## config.mk

```make
export PLATFORM = sky130hd
export DESIGN_NAME = multiport_regfile_ckpt
export DESIGN_NICKNAME = d
export VERILOG_FILES = /design/src/rtl/multiport_regfile_ckpt.sv
export SDC_FILE = /design/constraint.sdc
export NUM_CORES = 1
export LEC_CHECK = 0
export ABC_CLOCK_PERIOD_IN_PS = 4500
export BUFFER_PORTS_ARGS = -buffer_cell sky130_fd_sc_hd__clkbuf_2
export CORE_ASPECT_RATIO = 1.5
export CORE_UTILIZATION = 55
export CTS_BUF_LIST = sky130_fd_sc_hd__clkbuf_2
export DETAILED_ROUTE_END_ITERATION = 8
export PLACE_DENSITY = 0.86
export RECOVER_POWER = 100
export SLEW_MARGIN = 20
export SYNTH_ARGS = -nofsm -noshare
export SYNTH_HDL_FRONTEND = slang
export SYNTH_SLANG_ARGS = --single-unit
```

## constraint.sdc

```tcl
create_clock -name clk -period 4.5 [get_ports clk]
set_input_delay 0.225 -clock clk [delete_from_list [all_inputs] [get_ports clk]]
set_output_delay 0.225 -clock clk [all_outputs]
set_load 0.01 [all_outputs]
```

## src/rtl/multiport_regfile_ckpt.sv

```systemverilog
// multiport_regfile_ckpt: NRD-read / NWR-write register file with priority write merge
// and a one-level shadow copy. The shadow is captured by ckpt_call and restored by restore_call.
// Latency: reads are combinational (0 cycles); writes, checkpoint and restore land on the next rising clk edge.
// Backpressure: none. Every call is accepted on every cycle.
//
// Ports:
//   clk, reset            rising-edge clock; asynchronous active-high reset
//   rd_addr / rd_data     NRD read ports, packed as port p at [p*AW +: AW] / [p*DW +: DW]
//   wr_call/addr/data     NWR write ports; the highest index wins on an address collision
//   ckpt_call             snapshot the post-write register state into the shadow copy
//   restore_call          copy the shadow back into the registers (needs a held checkpoint)
//   ckpt_valid            a checkpoint is currently held
//   restore_err           one-cycle pulse after a restore that found no checkpoint
//
// Build option: define RF_RD_BYPASS_EN to make reads return the same-cycle post-write-merge
// value. Restore is never bypassed. The default build reads registered state only.
module multiport_regfile_ckpt #(
  parameter int DW    = 8,
  parameter int NREGS = 4,
  parameter int NRD   = 2,
  parameter int NWR   = 2,
  parameter logic [DW-1:0] RESET_VALUE = '0,
  localparam int AW   = (NREGS > 2) ? $clog2(NREGS) : 1
) (
  input  logic              clk,
  input  logic              reset,
  input  logic [NRD*AW-1:0] rd_addr,
  output logic [NRD*DW-1:0] rd_data,
  input  logic [NWR-1:0]    wr_call,
  input  logic [NWR*AW-1:0] wr_addr,
  input  logic [NWR*DW-1:0] wr_data,
  input  logic              ckpt_call,
  input  logic              restore_call,
  output logic              ckpt_valid,
  output logic              restore_err
);

  logic [DW-1:0] regs   [NREGS];
  logic [DW-1:0] shadow [NREGS];
  logic [DW-1:0] nxt    [NREGS];
  logic [DW-1:0] rd_src [NREGS];

  logic restore_ok;
  logic restore_fail;

  assign restore_ok   = restore_call && ckpt_valid;
  assign restore_fail = restore_call && !ckpt_valid;

  // Apply the write ports in ascending order, so the highest-index port on an address wins.
  // Any address that no register decodes to falls through, so that write is dropped.
  // Writes are masked during reset, so a bypassed read still shows RESET_VALUE.
  always_comb begin
    for (int r = 0; r < NREGS; r++) nxt[r] = regs[r];
    for (int w = 0; w < NWR; w++) begin
      for (int r = 0; r < NREGS; r++) begin
        if (!reset && wr_call[w] && (wr_addr[w*AW +: AW] == AW'(r)))
          nxt[r] = wr_data[w*DW +: DW];
      end
    end
  end

`ifdef RF_RD_BYPASS_EN
  assign rd_src = nxt;
`else
  assign rd_src = regs;
`endif

  // A read address that no register decodes to returns zero.
  always_comb begin
    rd_data = '0;
    for (int p = 0; p < NRD; p++) begin
      for (int r = 0; r < NREGS; r++) begin
        if (rd_addr[p*AW +: AW] == AW'(r))
          rd_data[p*DW +: DW] = rd_src[r];
      end
    end
  end

  always_ff @(posedge clk or posedge reset) begin
    if (reset) begin
      for (int r = 0; r < NREGS; r++) begin
        regs[r]   <= RESET_VALUE;
        shadow[r] <= RESET_VALUE;
      end
      ckpt_valid  <= 1'b0;
      restore_err <= 1'b0;
    end else begin
      // A successful restore discards this cycle's writes.
      // A restore together with a checkpoint leaves the shadow untouched and keeps it armed.
      for (int r = 0; r < NREGS; r++) begin
        regs[r] <= restore_ok ? shadow[r] : nxt[r];
        if (ckpt_call && !restore_ok) shadow[r] <= nxt[r];
      end
      if (restore_ok)     ckpt_valid <= ckpt_call;
      else if (ckpt_call) ckpt_valid <= 1'b1;
      restore_err <= restore_fail;
    end
  end

endmodule

```

==> flow_metrics.env, run 1 <==
export IMPL_cts_sinks=66
export IMPL_placed_cell_area_um2=3960
export IMPL_postRouteAntennaNets=0
export IMPL_dp_hpwl_um=7340
export IMPL_areaGrowthSynthToFinish_pct=9.63
export IMPL_drv_cap=0
export IMPL_drtIter0Drc=579
export IMPL_min_path_type="in -> reg"
export IMPL_grt_start_max_net_pins=67
export IMPL_antennaDiodeCount=0
export IMPL_drive_gt1_share_pct=19.2
export IMPL_fmax_mhz=405
export IMPL_critPathSlowestCell="a21boi_4"
export IMPL_postCtsHoldBufs=9
export IMPL_slew_headroom_pct=15.3
export IMPL_postLayoutCellArea_um2=4130
export IMPL_yosys_warnings=0
export IMPL_finalHoldViolCount=0
export IMPL_dieArea_um2=7190
export IMPL_period_share_pct=54.9
export IMPL_root_buffer="clkbuf_2"
export IMPL_clkPwrFrac_pct=26.4
export IMPL_cts_tree="built"
export IMPL_r2r_setup_slack_ps=2030
export IMPL_combPwrFrac_pct=26.5
export IMPL_io_pins=48
export IMPL_finalSetupViolCount=0
export IMPL_cts_buffers=9
export IMPL_gp_congestion=0.923
export IMPL_wl_per_cell_um=24.4
export IMPL_via_count=3368
export IMPL_vias_per_cell=7.31
export IMPL_slew_violations=0
export IMPL_skew_ps=35.8
export IMPL_synth_seq_cells=66
export IMPL_synth_seq_area_share_pct=43.8
export IMPL_dr_pass1_iters=8
export IMPL_finalSetupTns_ps=0
export IMPL_die_height_um=103
export IMPL_grt_pass1_vias=3266
export IMPL_peakVddDrop_mv=0.240
export IMPL_cts_max_path_buffers=2
export IMPL_required_ps=4950
export IMPL_htree_num_levels=3
export IMPL_crit_path_start_kind="register"
export IMPL_syn_num_nets=368
export IMPL_clkTransAtPathRegs_ps=190
export IMPL_drc=0
export IMPL_drt_wl_total_um=11200
export IMPL_core_um2=6580
export IMPL_p_per_area_nw_per_um2=425
export IMPL_p_leak_nw=1.67
export IMPL_endpoint_kind="register"
export IMPL_sequentialPowerShare_pct=47.1
export IMPL_worst_pin_slew_ps=1270
export IMPL_grt_pass1_wl_um=17100
export IMPL_rsz0062_at_grt="false"
export IMPL_crit_type="reg -> reg"
export IMPL_cpPeakStageDelay_ps=790
export IMPL_cp_max_fo=36
export IMPL_post_cts_resized=0
export IMPL_cp_arrival_ps=2920
export IMPL_post_route_util_pct=62.8
export IMPL_track_usage_pct=32.2
export IMPL_clock_latency_ps=560
export IMPL_port_buffers=47
export IMPL_antenna_found_initial=0
export IMPL_min_period_ps=2470
export IMPL_post_cts_repair_setup_buffers=0
export IMPL_layout_nets=410
export IMPL_overflow=0
export IMPL_synthesis_area_um2=3770
export IMPL_path_cells="a21boi_4, nand2_1, o211ai_1"
export IMPL_synth_cells=338
export IMPL_die_width_um=69.6
export IMPL_fp_row_count=36
export IMPL_syn_avg_cell_area_um2=11.1
export IMPL_switchingPower_uw=586
export IMPL_outcome="finished clean"
export IMPL_switching_share_pct=33.4
export IMPL_synth_cell_types=32
export IMPL_start_util_pct=57.3
export IMPL_intPower_mw=1.17
==> Yosys cell counts <==
master / count / share of area (%)
clkbuf_1: 7 / 0.70
o211ai_2: 5 / 1.7
a21o_1: 9 / 1.8
a21bo_2: 1 / 0.27
nand2_8: 1 / 0.53
mux2i_1: 32 / 8.5
buf_6: 5 / 1.5
and2_1: 1 / 0.17
o22ai_2: 4 / 1.3
nor2_1: 2 / 0.20
and4b_1: 1 / 0.27
nor4bb_4: 1 / 0.66
nand4bb_1: 2 / 0.60
buf_1: 2 / 0.20
nor2_2: 3 / 0.50
nand4b_1: 2 / 0.46
or4b_4: 1 / 0.37
inv_1: 2 / 0.20
nand3_1: 32 / 4.2
mux4_2: 16 / 9.6
nor4b_4: 2 / 1.3
clkbuf_2: 1 / 0.13
nand2_1: 36 / 3.6
a21boi_4: 1 / 0.50
dfrtp_1: 66 / 44
a21oi_1: 32 / 4.2
and4bb_1: 1 / 0.33
o22ai_1: 28 / 4.6
nor4bb_1: 2 / 0.53
o211ai_1: 27 / 5.4
buf_2: 11 / 1.5
buf_4: 2 / 0.40
==> layout by cell type (no fill, tap or decap), drive strengths merged, types with 3 or more instances in the layout <==
master	count
a21o	9
a21oi	32
buf	3
bufinv	3
clkbuf	56
clkinv	5
dfrtp	66
dlygate4sd3	9
mux2i	32
mux4	16
nand2	37
nand3	32
nor2	5
nor4bb	3
o211ai	32
o22ai	32
==> registers in the layout, summed over array words and instances (netlist names) <==
name	cells
ckpt_valid	1
rd_src	32
restore_err	1
shadow	32
==> power groups by stage <==
stage                     sequential [mW]  clock (mW)  combinational (mW)
after global placement              0.819           0               0.454
final                               0.827       0.463               0.465
after detailed placement            0.834           0               0.470
after CTS                           0.823       0.458               0.477
after floorplan                     0.800           0               0.344
after global routing                0.836       0.484               0.503
==> final timing paths <==
kind | startpoint | to | cells past startpoint
worst max-delay path | ckpt_valid | shadow[24] | 3
worst min-delay path | wr_data[4] | shadow[28] | 3
worst max register to register | ckpt_valid | shadow[24] | 3
worst min register to register | shadow[30] | shadow[30] | 2
max in group asynchronous | reset | shadow[24] | 3
min in group asynchronous | reset | rd_src[20] | 3
==> critical path, delay by kind of cell, from the launching register on <==
family	cells	cell delay, ps
DFF	1	600
and+or+nand+nor	1	620
AOI/OAI and AO/OA	2	1140
==> through the flow <==
| stage | hold slack, ps | std cells | setup WS [ps] | power (mW) |
|---|---|---|---|---|
| floorplan | 317 | 338 | 2470 | 1.14 |
| global placement | 450 | 436 | 2300 | 1.27 |
| detailed placement | 471 | 436 | 2230 | 1.30 |
| CTS | 50.4 | 461 | 2190 | 1.76 |
| global route | 51.1 | 461 | 1900 | 1.82 |
| finish | 56.4 | 461 | 2030 | 1.76 |
==> routing by layer <==
layer | GRT usage, % | vias to the layer above | share of wire, %
met1 | 40.4 | 1628 | 35
met3 | 6.59 | 58 | 11
li1 | - | 1389 | -
met5 | 0 | - | 0
met4 | 17.4 | 0 | 4.5
met2 | 53.0 | 293 | 49
==> final cells by class <==
class	instances	area, µm²
clock inverters	7	108
clock buffers	9	45.0
inverters	2	7.51
flip-flops and latches	66	1650
fillers	540	2440
well taps	76	95.1
multi-input cells	242	1900
repair buffers	59	324
==> logic make-up after synthesis <==
family	Yosys count	synth area share [%]
compound gates	107	19.8
simple gates	87	13.7
flops	66	43.8
mux	48	18.1
buf+inv	30	4.58
Note: power is estimated with default switching activity, not from simulation.
==> run 2: changes to the inputs <==
--- a/config.mk
+++ b/config.mk
@@ -5,7 +5,7 @@
 export SDC_FILE = /design/constraint.sdc
 export NUM_CORES = 1
 export LEC_CHECK = 0
-export ABC_CLOCK_PERIOD_IN_PS = 4500
+export ABC_CLOCK_PERIOD_IN_PS = 2400
 export BUFFER_PORTS_ARGS = -buffer_cell sky130_fd_sc_hd__clkbuf_2
 export CORE_ASPECT_RATIO = 1.5
 export CORE_UTILIZATION = 55
==> constraint.sdc (replaced) <==
create_clock -name clk -period 2.4 [get_ports clk]
set_input_delay 0.12 -clock clk [delete_from_list [all_inputs] [get_ports clk]]
set_output_delay 0.12 -clock clk [all_outputs]
set_load 0.01 [all_outputs]
==> flow_metrics.env, run 2 (synthesis results as in run 1) <==
export IMPL_outcome="finished clean"
export IMPL_cts_buffers=9
export IMPL_clkTransAtPathRegs_ps=200
export IMPL_fp_row_count=36
export IMPL_period_share_pct=93.8
export IMPL_layout_commonest_cell="dfrtp_1"
export IMPL_worstRegToRegCells=5
export IMPL_slew_violations=0
export IMPL_cts_max_path_buffers=2
export IMPL_vias_per_cell=7.32
export IMPL_p_total_mw=3.35
export IMPL_gp_congestion=0.895
export IMPL_core_um2=6580
export IMPL_io_pins=48
export IMPL_drtIter0Drc=495
export IMPL_worst_pin_slew_ps=993
export IMPL_grt_start_max_net_pins=42
export IMPL_min_period_ps=2250
export IMPL_crit_path_start_kind="input port"
export IMPL_crit_type="in -> reg"
export IMPL_slew_headroom_pct=33.5
export IMPL_dieArea_um2=7190
export IMPL_cts_tree="built"
export IMPL_fin_ws_ps=148
export IMPL_cp_max_fo=13
export IMPL_drv_cap=0
export IMPL_start_util_pct=57.3
export IMPL_wl_per_cell_um=24.6
export IMPL_rsz0062_at_grt="false"
export IMPL_track_usage_pct=34.2
export IMPL_drc=0
export IMPL_p_per_area_nw_per_um2=773
export IMPL_required_ps=2830
export IMPL_overflow=0
export IMPL_dp_slack_ps=644
export IMPL_endpoint_kind="register"
export IMPL_peakVddDrop_mv=0.350
export IMPL_placed_cell_area_um2=4060
export IMPL_grt_pass1_vias=3467
export IMPL_post_cts_repair_setup_buffers=0
export IMPL_p_leak_nw=1.77
export IMPL_clock_latency_ps=520
export IMPL_cp_arrival_ps=2680
export IMPL_drt_wl_total_um=11900
export IMPL_postLayoutCellArea_um2=4330
export IMPL_areaGrowthSynthToFinish_pct=14.9
export IMPL_die_width_um=69.6
export IMPL_post_cts_resized=0
export IMPL_dr_pass1_iters=5
export IMPL_skew_ps=20.4
export IMPL_hold_depth=3
export IMPL_root_buffer="clkbuf_2"
export IMPL_fmax_mhz=444
export IMPL_n_fill_cell=504
export IMPL_finalSetupTns_ps=0
export IMPL_grt_pass1_wl_um=18300
export IMPL_cts_sinks=66
export IMPL_port_buffers=47
export IMPL_post_route_util_pct=65.8
export IMPL_finalHoldViolCount=0
export IMPL_layout_common_cells="dfrtp_1, clkbuf_2, nand2_1"
export IMPL_layout_nets=431
export IMPL_antenna_found_initial=0
export IMPL_postCtsHoldBufs=15
export IMPL_htree_num_levels=3
export IMPL_via_count=3526
export IMPL_finalSetupViolCount=0
export IMPL_dp_hpwl_um=7480
export IMPL_min_path_type="in -> reg"
export IMPL_die_height_um=103
export IMPL_drive_gt1_share_pct=21.4
export IMPL_postRouteAntennaNets=0
export IMPL_antennaDiodeCount=0
run 2: final cells by class:
type	instances	area [µm²]	share of cell area, %
Clock buffer	9	45.0	1.04
Timing Repair Buffer	80	493	11.4
Multi-Input combinational cell	242	1920	44.4
Tap cell	76	95.1	2.20
Sequential cell	66	1650	38.1
Clock inverter	7	118	2.72
Inverter	2	7.51	0.173
run 2: per-stage QoR:
step,instances,hold slack [ps]
6_report,482,27.8
5_1_grt,482,16.1
4_1_cts,479,0.922
3_5_place_dp,448,367
3_3_place_gp,448,343
2_1_floorplan,338,212
run 2: path summary, 6_finish.rpt:
| check | slack (ps) | start | end |
|---|---|---|---|
| max in group asynchronous | 500 | reset | rd_src[20] |
| setup reg to reg | 250 | ckpt_valid | shadow[24] |
| setup / recovery | 150 | reset | shadow[23] |
| hold / removal | 30 | wr_data[4] | rd_src[28] |
| min in group asynchronous | 650 | reset | shadow[14] |
| hold reg to reg | 530 | shadow[12] | shadow[12] |
run 2: power by group:
part | total, mW | leakage, nW | internal (mW) | switching (mW)
Combinational | 0.906 | 0.893 | 0.416 | 0.490
Clock | 0.886 | 0.0958 | 0.449 | 0.437
Sequential | 1.55 | 0.777 | 1.36 | 0.190
run 2: worst max-delay path, cell delays in order:
cell and delay [ps]:
dlygate4sd3_1 520, clkbuf_1 500, nand4bb_1 220, clkbuf_1 510, nand2_1 460, o211ai_1 340
run 2: layer usage:
metal / up-vias / GRT usage, % / routed length, µm
met1: 1708 / 42.7 / 4170
li1: 1436 / - / -
met5: - / 0 / 0
met2: 315 / 54.0 / 5700
met4: 0 / 22.1 / 697
met3: 67 / 7.85 / 1300
